[config.mk]
export PLATFORM = sky130hd
export DESIGN_NAME = mplx_sched_flat
export DESIGN_NICKNAME = d
export VERILOG_FILES = /design/src/rtl/mplx_pkg.sv /design/src/rtl/mplx_sched_if.sv /design/src/rtl/rr_arb2.sv /design/src/rtl/mplx_sched.sv /design/src/flat_wrapper.sv
export SDC_FILE = /design/constraint.sdc
export NUM_CORES = 1
export LEC_CHECK = 0
export ABC_AREA = 1
export BUFFER_PORTS_ARGS = -buffer_cell sky130_fd_sc_hd__buf_2
export CELL_PAD_IN_SITES_DETAIL_PLACEMENT = 2
export CELL_PAD_IN_SITES_GLOBAL_PLACEMENT = 2
export CORE_AREA = 8 8 66 83
export DETAILED_ROUTE_END_ITERATION = 16
export DIE_AREA = 0 0 74 91
export GPL_ROUTABILITY_DRIVEN = 0
export PLACE_DENSITY_LB_ADDON = 0.1
export REMOVE_ABC_BUFFERS = 1
export SLEW_MARGIN = 20
export SYNTH_ARGS = -nofsm -noshare
export SYNTH_HDL_FRONTEND = slang
export SYNTH_HIERARCHICAL = 1
export SYNTH_SLANG_ARGS = --single-unit
[constraint.sdc]
create_clock -name clk -period 1.7 [get_ports clk]
set_input_delay 0.255 -clock clk [delete_from_list [all_inputs] [get_ports clk]]
set_output_delay 0.255 -clock clk [all_outputs]
set_load 0.05 [all_outputs]
[src/rtl/mplx_pkg.sv]
// Shared types and constants for the mplx scheduler slice.
package mplx_pkg;
    localparam int   RES_W    = 3;
    // Owner IDs double as the mplx sel encoding.
    localparam logic OWN_DICE = 1'b0;
    localparam logic OWN_TL   = 1'b1;

    typedef enum logic [2:0] {IDLE, SETTLE, RUN, CAP, RESP} state_t;
endpackage

[src/rtl/mplx_sched_if.sv]
// Requester handshakes plus mplx drive lines for mplx_sched.
// MPLX_SCHED_CNT_EN adds the per-requester grant counters.
interface mplx_sched_if
    import mplx_pkg::*;
#(
    parameter int CNT_W = 8
);
    logic             dice_req, dice_gnt, dice_vld;
    logic             tl_req, tl_gnt, tl_vld;
    logic [RES_W-1:0] dice_val, tl_val;
    logic             mplx_sel, mplx_button;
    logic [RES_W-1:0] mplx_result;

    if (CNT_W < 1) begin : g_bad_cnt_w
        $error("CNT_W must be at least 1");
    end

`ifdef MPLX_SCHED_CNT_EN
    logic [CNT_W-1:0] dice_cnt, tl_cnt;

    modport master (
        input  dice_req, tl_req, mplx_result,
        output dice_gnt, dice_val, dice_vld, tl_gnt, tl_val, tl_vld,
        output mplx_sel, mplx_button, dice_cnt, tl_cnt
    );
    modport slave (
        output dice_req, tl_req, mplx_result,
        input  dice_gnt, dice_val, dice_vld, tl_gnt, tl_val, tl_vld,
        input  mplx_sel, mplx_button, dice_cnt, tl_cnt
    );
`else
    modport master (
        input  dice_req, tl_req, mplx_result,
        output dice_gnt, dice_val, dice_vld, tl_gnt, tl_val, tl_vld,
        output mplx_sel, mplx_button
    );
    modport slave (
        output dice_req, tl_req, mplx_result,
        input  dice_gnt, dice_val, dice_vld, tl_gnt, tl_val, tl_vld,
        input  mplx_sel, mplx_button
    );
`endif
endinterface

[src/rtl/rr_arb2.sv]
// Two-input round-robin arbiter; last_grant advances only on upd.
module rr_arb2
    import mplx_pkg::*;
(
    input  logic       clk,
    input  logic       rst,
    input  logic [1:0] req,
    input  logic       upd,
    output logic       win,
    output logic       req_any
);
    logic last_grant;

    always_comb begin
        req_any = |req;
        // On a tie the requester that did not win last time goes first.
        if (&req) win = ~last_grant;
        else      win = req[1];
    end

    always_ff @(posedge clk or posedge rst) begin
        if (rst)      last_grant <= OWN_TL;
        else if (upd) last_grant <= win;
    end
endmodule

[src/rtl/mplx_sched.sv]
// Shares the dice / traffic-light mplx between two requesters, round-robin.
// MPLX_SCHED_CNT_EN adds saturating grant counters dice_cnt / tl_cnt.
module mplx_sched
    import mplx_pkg::*;
#(
    parameter int SETTLE_CYCLES = 1,
    parameter int ROLL_CYCLES   = 8,
    parameter int CNT_W         = 8
)(
    input  logic        clk,
    input  logic        rst,
    mplx_sched_if.master bus
);
    if (SETTLE_CYCLES < 1 || SETTLE_CYCLES > 15) begin : g_bad_settle
        $error("SETTLE_CYCLES out of range 1..15");
    end
    if (ROLL_CYCLES < 1 || ROLL_CYCLES > 255) begin : g_bad_roll
        $error("ROLL_CYCLES out of range 1..255");
    end
    if (CNT_W < 1) begin : g_bad_cnt
        $error("CNT_W must be at least 1");
    end

    localparam logic [7:0] SETTLE_LD = 8'(SETTLE_CYCLES - 1);
    localparam logic [7:0] ROLL_LD   = 8'(ROLL_CYCLES - 1);

    state_t           state, state_nxt;
    logic             owner, owner_nxt;
    logic [7:0]       cnt, cnt_nxt;
    logic             sel, sel_nxt, btn, btn_nxt;
    logic             dgnt, dgnt_nxt, tgnt, tgnt_nxt;
    logic             dvld, dvld_nxt, tvld, tvld_nxt;
    logic [RES_W-1:0] dval, dval_nxt, tval, tval_nxt;
    logic             win, req_any, upd;

    rr_arb2 u_arb (
        .clk     (clk),
        .rst     (rst),
        .req     ({bus.tl_req, bus.dice_req}),
        .upd     (upd),
        .win     (win),
        .req_any (req_any)
    );

    always_comb begin
        state_nxt = state;
        owner_nxt = owner;
        cnt_nxt   = cnt;
        sel_nxt   = sel;
        btn_nxt   = 1'b0;
        dgnt_nxt  = 1'b0;
        tgnt_nxt  = 1'b0;
        dvld_nxt  = 1'b0;
        tvld_nxt  = 1'b0;
        dval_nxt  = dval;
        tval_nxt  = tval;
        upd       = 1'b0;
        case (state)
            IDLE: if (req_any) begin
                upd       = 1'b1;
                owner_nxt = win;
                sel_nxt   = win;
                cnt_nxt   = SETTLE_LD;
                dgnt_nxt  = (win == OWN_DICE);
                tgnt_nxt  = (win == OWN_TL);
                state_nxt = SETTLE;
            end
            SETTLE: if (cnt == 8'd0) begin
                state_nxt = RUN;
                btn_nxt   = 1'b1;
                cnt_nxt   = (owner == OWN_DICE) ? ROLL_LD : 8'd0;
            end else begin
                cnt_nxt = cnt - 8'd1;
            end
            // btn is registered, so it is driven for the cycle after this one.
            RUN: if (cnt == 8'd0) begin
                state_nxt = CAP;
            end else begin
                btn_nxt = 1'b1;
                cnt_nxt = cnt - 8'd1;
            end
            CAP: begin
                state_nxt = RESP;
                if (owner == OWN_DICE) begin
                    dval_nxt = bus.mplx_result;
                    dvld_nxt = 1'b1;
                end else begin
                    tval_nxt = bus.mplx_result;
                    tvld_nxt = 1'b1;
                end
            end
            RESP:    state_nxt = IDLE;
            default: state_nxt = IDLE;
        endcase
    end

    always_ff @(posedge clk or posedge rst) begin
        if (rst) begin
            state <= IDLE;
            owner <= OWN_DICE;
            cnt   <= 8'd0;
            sel   <= OWN_DICE;
            btn   <= 1'b0;
            dgnt  <= 1'b0;
            tgnt  <= 1'b0;
            dvld  <= 1'b0;
            tvld  <= 1'b0;
            dval  <= '0;
            tval  <= '0;
        end else begin
            state <= state_nxt;
            owner <= owner_nxt;
            cnt   <= cnt_nxt;
            sel   <= sel_nxt;
            btn   <= btn_nxt;
            dgnt  <= dgnt_nxt;
            tgnt  <= tgnt_nxt;
            dvld  <= dvld_nxt;
            tvld  <= tvld_nxt;
            dval  <= dval_nxt;
            tval  <= tval_nxt;
        end
    end

    assign bus.mplx_sel    = sel;
    assign bus.mplx_button = btn;
    assign bus.dice_gnt    = dgnt;
    assign bus.tl_gnt      = tgnt;
    assign bus.dice_vld    = dvld;
    assign bus.tl_vld      = tvld;
    assign bus.dice_val    = dval;
    assign bus.tl_val      = tval;

`ifdef MPLX_SCHED_CNT_EN
    logic [CNT_W-1:0] dcnt, tcnt;

    always_ff @(posedge clk or posedge rst) begin
        if (rst) begin
            dcnt <= '0;
            tcnt <= '0;
        end else begin
            if (dgnt_nxt && !(&dcnt)) dcnt <= dcnt + 1'b1;
            if (tgnt_nxt && !(&tcnt)) tcnt <= tcnt + 1'b1;
        end
    end

    assign bus.dice_cnt = dcnt;
    assign bus.tl_cnt   = tcnt;
`endif
endmodule

[src/flat_wrapper.sv]
// flat-port wrapper written by rule: the top's interface ports become plain ports
module mplx_sched_flat import mplx_pkg::*;
#(
    parameter int SETTLE_CYCLES = 1,
    parameter int ROLL_CYCLES   = 8,
    parameter int CNT_W         = 8
)
  (clk, rst, bus_dice_req, bus_tl_req, bus_mplx_result, bus_dice_gnt, bus_dice_val, bus_dice_vld, bus_tl_gnt, bus_tl_val, bus_tl_vld, bus_mplx_sel, bus_mplx_button);
  mplx_sched_if #(.CNT_W(CNT_W)) bus_i ();
  input  logic clk;
  input  logic rst;
  input wire logic [$bits(bus_i.dice_req)-1:0] bus_dice_req;
  input wire logic [$bits(bus_i.tl_req)-1:0] bus_tl_req;
  input wire logic [$bits(bus_i.mplx_result)-1:0] bus_mplx_result;
  output wire logic [$bits(bus_i.dice_gnt)-1:0] bus_dice_gnt;
  output wire logic [$bits(bus_i.dice_val)-1:0] bus_dice_val;
  output wire logic [$bits(bus_i.dice_vld)-1:0] bus_dice_vld;
  output wire logic [$bits(bus_i.tl_gnt)-1:0] bus_tl_gnt;
  output wire logic [$bits(bus_i.tl_val)-1:0] bus_tl_val;
  output wire logic [$bits(bus_i.tl_vld)-1:0] bus_tl_vld;
  output wire logic [$bits(bus_i.mplx_sel)-1:0] bus_mplx_sel;
  output wire logic [$bits(bus_i.mplx_button)-1:0] bus_mplx_button;
  assign bus_i.dice_req = bus_dice_req;
  assign bus_i.tl_req = bus_tl_req;
  assign bus_i.mplx_result = bus_mplx_result;
  assign bus_dice_gnt = bus_i.dice_gnt;
  assign bus_dice_val = bus_i.dice_val;
  assign bus_dice_vld = bus_i.dice_vld;
  assign bus_tl_gnt = bus_i.tl_gnt;
  assign bus_tl_val = bus_i.tl_val;
  assign bus_tl_vld = bus_i.tl_vld;
  assign bus_mplx_sel = bus_i.mplx_sel;
  assign bus_mplx_button = bus_i.mplx_button;
  mplx_sched #(.SETTLE_CYCLES(SETTLE_CYCLES), .ROLL_CYCLES(ROLL_CYCLES), .CNT_W(CNT_W)) u_core (.clk(clk), .rst(rst), .bus(bus_i));
endmodule
* After elaboration in Yosys (flattened, before gate mapping) *
Cells that the tools add are included.

storage, ports and cells
  register bits after elaboration = 24
  input bits = 7
  output and inout port bits = 12
  word-level logic and storage cells = 55

cells by class
  $add $sub $neg = 1
  equal/unequal tests = 7
  mux-type cells = 23
  bitwise logic cells = 3
  reduce and logical (&&, ||, !) cells = 10

operators by type and width
  operator             number
  $mux 8               3
  $pmux 8 s3           1
  $mux 1               13
  $mux 3               4
  $pmux 3 s4           1
  $logic_not 8->1      1
  $reduce_and 2->1     4
  $sub 8x1->8 const B  1
  $eq 3x2->1 const B   2
  $ne 2x1->1 const B   3
  $reduce_and 3->1     2
  $eq 3x1->1 const B   1
  $logic_not 3->1      1
  $not 1->1            3
  $reduce_bool 3->1    1
  $ne 2x2->1 const B   1
  $pmux 1 s2           1
  $reduce_or 2->1      1

* Longest topological paths before layout *
  word-level depth = 5
  gate-level depth with buffers = 10
  depth with buffers taken out = 10

* Modules after synthesis *
The synthesis kept the hierarchy.

by module, submodules not included
  module      times used  cells an instance  area each (um^2)  sequential area each (um^2)
  mplx_sched  1           159                1,276.2           575.6
  rr_arb2     1           9                  63.8              26.3

* Worst setup path before layout *
OpenSTA, ideal clock, no wires.

  path kind = reg-to-reg
  from = register u_core.cnt[0]
  to = register u_core.cnt[2]
  setup time = 0.117 ns
  arrival time = 1.275 ns
  required time = 1.583 ns
  slack = 0.308 ns
  cell stages (with the launch flop) = 10
  buffers on the path = 0
  clock period less this slack = 1.392 ns
  path through = dfrtp_1 > inv_1 > ha_1 > nand3_4 > nor2_8 > nand2_4 > nand2_4 > inv_4 > nor2_1 > nor2_1

between the ends
  longest elaborated chain between the ends = 3
  elaborated cells between the ends (all ways) = 7
  those cells by class = add/sub (1); eq/ne (1); mux (3); reduce/logical (2)

RTL lines
  what                                                   RTL line           source
  start, declared                                        mplx_sched.sv:29   logic [7:0] cnt, cnt_nxt;
  start signal, assigned                                 mplx_sched.sv:113  cnt <= cnt_nxt;
  $sub 8x1->8 / $logic_not 8->1 (equally long branches)  --
  $mux 8 (tied with other cells)                         mplx_sched.sv:76   RUN: if (cnt == 8'd0) begin
  $pmux 8 s3 / $reduce_and 3->1 (equally long branches)  --

Several ways; a longest one is shown, not always the timed one. The select of a mux whose other input is x is not followed.
A chain may end at the register's enable or synchronous reset.

* Worst setup path in the final report *
  from = register u_core.cnt[1]
  to = register u_core.cnt[0]

between the ends
  longest elaborated chain between the ends = 3
  elaborated cells between the ends (all ways) = 5
  those cells by class = eq/ne (1); mux (2); reduce/logical (2)

RTL lines
  what                                                   RTL line
  $logic_not 8->1 (*)                                    mplx_sched.sv:68, mplx_sched.sv:76
  $mux 8 / $ne 2x2->1 (equally long branches)            --
  $pmux 8 s3 / $reduce_and 3->1 (equally long branches)  --

Mark *: on every way between the ends. The rest lies on a longest branch, timed or not.

==> results by group <==
Synth
  – Syn. warnings: 6
  – Mapped Area: 1340 sq um
  – Yosys reg bits: 24
  – Number of synthesized flops with an enable pin: 0
  – Synthesized instance count: 168
  – Synth area leaders: dfrtp_1 43%, nand2_1 13%, inv_1 7.3%
  – Async SR Flop Fraction: 100%
  – Cell taking the most area after synthesis: dfrtp_1
  – Syn avg cell area: 7.98 sq um
  – Post-synthesis sequential area ratio: 44.9%
  – Netlist cell types: 24
  – Ys flop type: dfrtp_1
  – Yosys top cell area share: 43.0%

Placement
  – I/O Buffers: 18
  – Setup WS pre-CTS: 0.149 ns
  – Post-DP HPWL: 3080 um

Hold path
  – Hold Path Class: input pin to register

Layout
  – Filler cell count: 499
  – Final core utilization: 37.2%
  – Share of layout cells above drive strength 1: 24.9%
  – Diode count: 0
  – P&R area growth vs syn: 17.4%
  – Layout Nets: 203

Pwr
  – Cell Pwr Density: 2340 nW/um^2
  – VDD IR max: 0.928 mV
  – Leak: 0.904 nW

Critical path
  – Critical path class: register to register
  – Buf+Inv Stages, Crit Path: 2
  – Crit end category: register
  – Cells along the critical path: inv_1 -> ha_1 -> nand3_4 -> nor2_8 -> nand2_4 -> nand2_4 -> inv_4 -> nand3_1 -> nand2_1
  – Startpoint Class: register
  – WP data arrival: 1.71 ns
  – Crit Path Max Fanout: 7
  – Kind of cell adding the most delay to the critical path: simple AND/OR/NAND/NOR gates
  – Critical Path Most Common Cell: nand2_4
  – Slowest cell on crit path: dfrtp_1
  – Critical path's largest stage delay: 0.42 ns
  – Worst path required time: 1.86 ns

Timing
  – Hold Fails Final Rpt: 0
  – Worst-Margin Slew: 0.312 ns
  – Final cycle utilization of the critical path: 91.2%
  – Slew Limit Fails: 0
  – Rel. slew slack: 79.2%
  – Max Clk Rate: 645 MHz
  – Min Tclk post-route: 1.55 ns
  – PnR worst setup slack: 0.149 ns
  – Hold_ws: 0.230 ns
  – Setup TNS: 0 ns
  – Number of setup violations in the final report: 0
  – RSZ-0062 raised after global routing: no
  – Worst-case clock skew: 0.00767 ns

Global route
  – First-pass GRT wire length: 6810 um
  – Vias in the first global route: 1412
  – Initial antenna violation count: 0
  – Largest net degree at the start of global routing: 24
  – GRT Util Overall: 12.8%
  – Total congestion overflow: 0

Die
  – Die area: 6730 sq um
  – Core ar.: 4220 sq um
  – Die X: 74 um
  – Initial Utilization: 31.7%
  – Num ports: 19
  – DIE HEIGHT: 91 um
  – Cell Rows: 27

Clocking
  – Clock transition at path regs: 0.08 ns
  – Quantity of gates resized following cts: 0
  – Clk sink count: 24
  – CTS Buffer Depth: 2
  – CTS Root Buffer Type: clkbuf_8
  – CTS tree: built
  – H-tree levels: 1
  – Worst-Skew Late Latency: 0.27 ns
  – Num CTS Buffers: 3

Routing
  – Via/cell ratio: 4.65
  – 1st-iter DRT viols: 28
  – Wire length per cell: 15.0 um
  – # DRC: 0
  – Final wirelength: 3760 um
  – Antenna viol nets, final: 0
  – DR vias: 1166
  – DR pass1 iterations: 3

Run status
  – Status: complete, no violations

Run
  – Max cap viols: 0
## what timing repair did
action | in CTS | in global routing
hold buffers | 1 | 0
setup buffers | 0 | 0
endpoints found under the hold margin | 1 | 0
## synth_stat cells, types with 3 or more instances
cell type,n
o21ai_0,9
nor2_4,3
nand2_1,47
nor2_2,3
nand2_2,4
dfrtp_1,23
nand3_1,15
nand2_4,3
inv_1,26
nand4_1,4
inv_4,3
nor2_1,13
## state kept, by name (all words and copies together), names as in the netlist
register,flops
u_core/cnt,8
u_core/u_arb/last_grant,1
u_core/bus.tl_val,3
u_core/bus.mplx_button,1
u_core/bus.dice_val,3
u_core/bus.tl_vld,1
u_core/bus.dice_gnt,1
u_core/bus.tl_gnt,1
u_core/bus.mplx_sel,1
u_core/bus.dice_vld,1
u_core/state,3
## report_power, final
group / switching [mW] / internal, mW
Sequential: 0.187 / 0.825
Clock: 0.189 / 0.168
Combinational: 1.65 / 0.663
## layer usage
layer	wire [um]	vias up	track usage [%]
met5	0	-	0
met4	70	0	4.68
met3	112	9	2.75
met2	2110	19	23.8
met1	1460	571	13.3
li1	-	567	-
## layout make-up
type                            instances  area [sq um]  area share, %
Clock buffer                            4          45.0           2.86
Inverter                               32           129           8.19
Multi-Input combinational cell        112           609           38.7
Sequential cell                        24           602           38.3
Tap cell                               58          72.6           4.61
Timing Repair Buffer                   21           115           7.32
## tightest hold or removal path: stages
cell     delay (ns)
buf_2          0.11
nand3_1        0.08
nand2_1        0.05
## cells by family after synthesis
| logic type | share of synthesized area, % |
|---|---|
| and+or+nand+nor | 38.6 |
| buffers and inverters | 9.62 |
| DFF | 44.9 |
| AOI/OAI and AO/OA | 4.39 |
| adders and majority gates | 1.87 |
| xor gates and xnor gates | 0.654 |
## final timing paths
check	end	cells after the start	slack (ns)	start
max reg2reg	u_core/cnt[0]	9	0.15	u_core/cnt[1]
min in group asynchronous	u_core/u_arb/last_grant	3	0.53	rst
max in group asynchronous	u_core/bus.mplx_button	4	0.88	rst
min reg2reg	u_core/bus.dice_val[0]	2	0.50	u_core/bus.dice_val[0]
max	u_core/cnt[0]	9	0.15	u_core/cnt[1]
min	u_core/u_arb/last_grant	3	0.23	bus_tl_req
## through the flow
step	instance area, sq um	total power, mW	cells
finish	1570	3.69	251
floorplan	1340	2.76	168
global route	1570	4.04	251
CTS	1570	3.77	251
detailed placement	1520	3.38	246
global placement	1520	3.26	246
## cells in the final DEF (no fill, tap or decap), drive strengths merged
| cell type | instances |
|---|---|
| clkinv | 1 |
| nand2 | 54 |
| nor2 | 20 |
| xnor2 | 1 |
| dlygate4sd3 | 1 |
| nor3 | 1 |
| ha | 2 |
| o21ai | 9 |
| o22ai | 1 |
| a21boi | 1 |
| inv | 31 |
| dfrtp | 23 |
| or2 | 1 |
| dfstp | 1 |
| nand3 | 18 |
| nand4 | 4 |
| clkbuf | 4 |
| buf | 20 |
No activity file was read; power rests on OpenSTA's default activity.
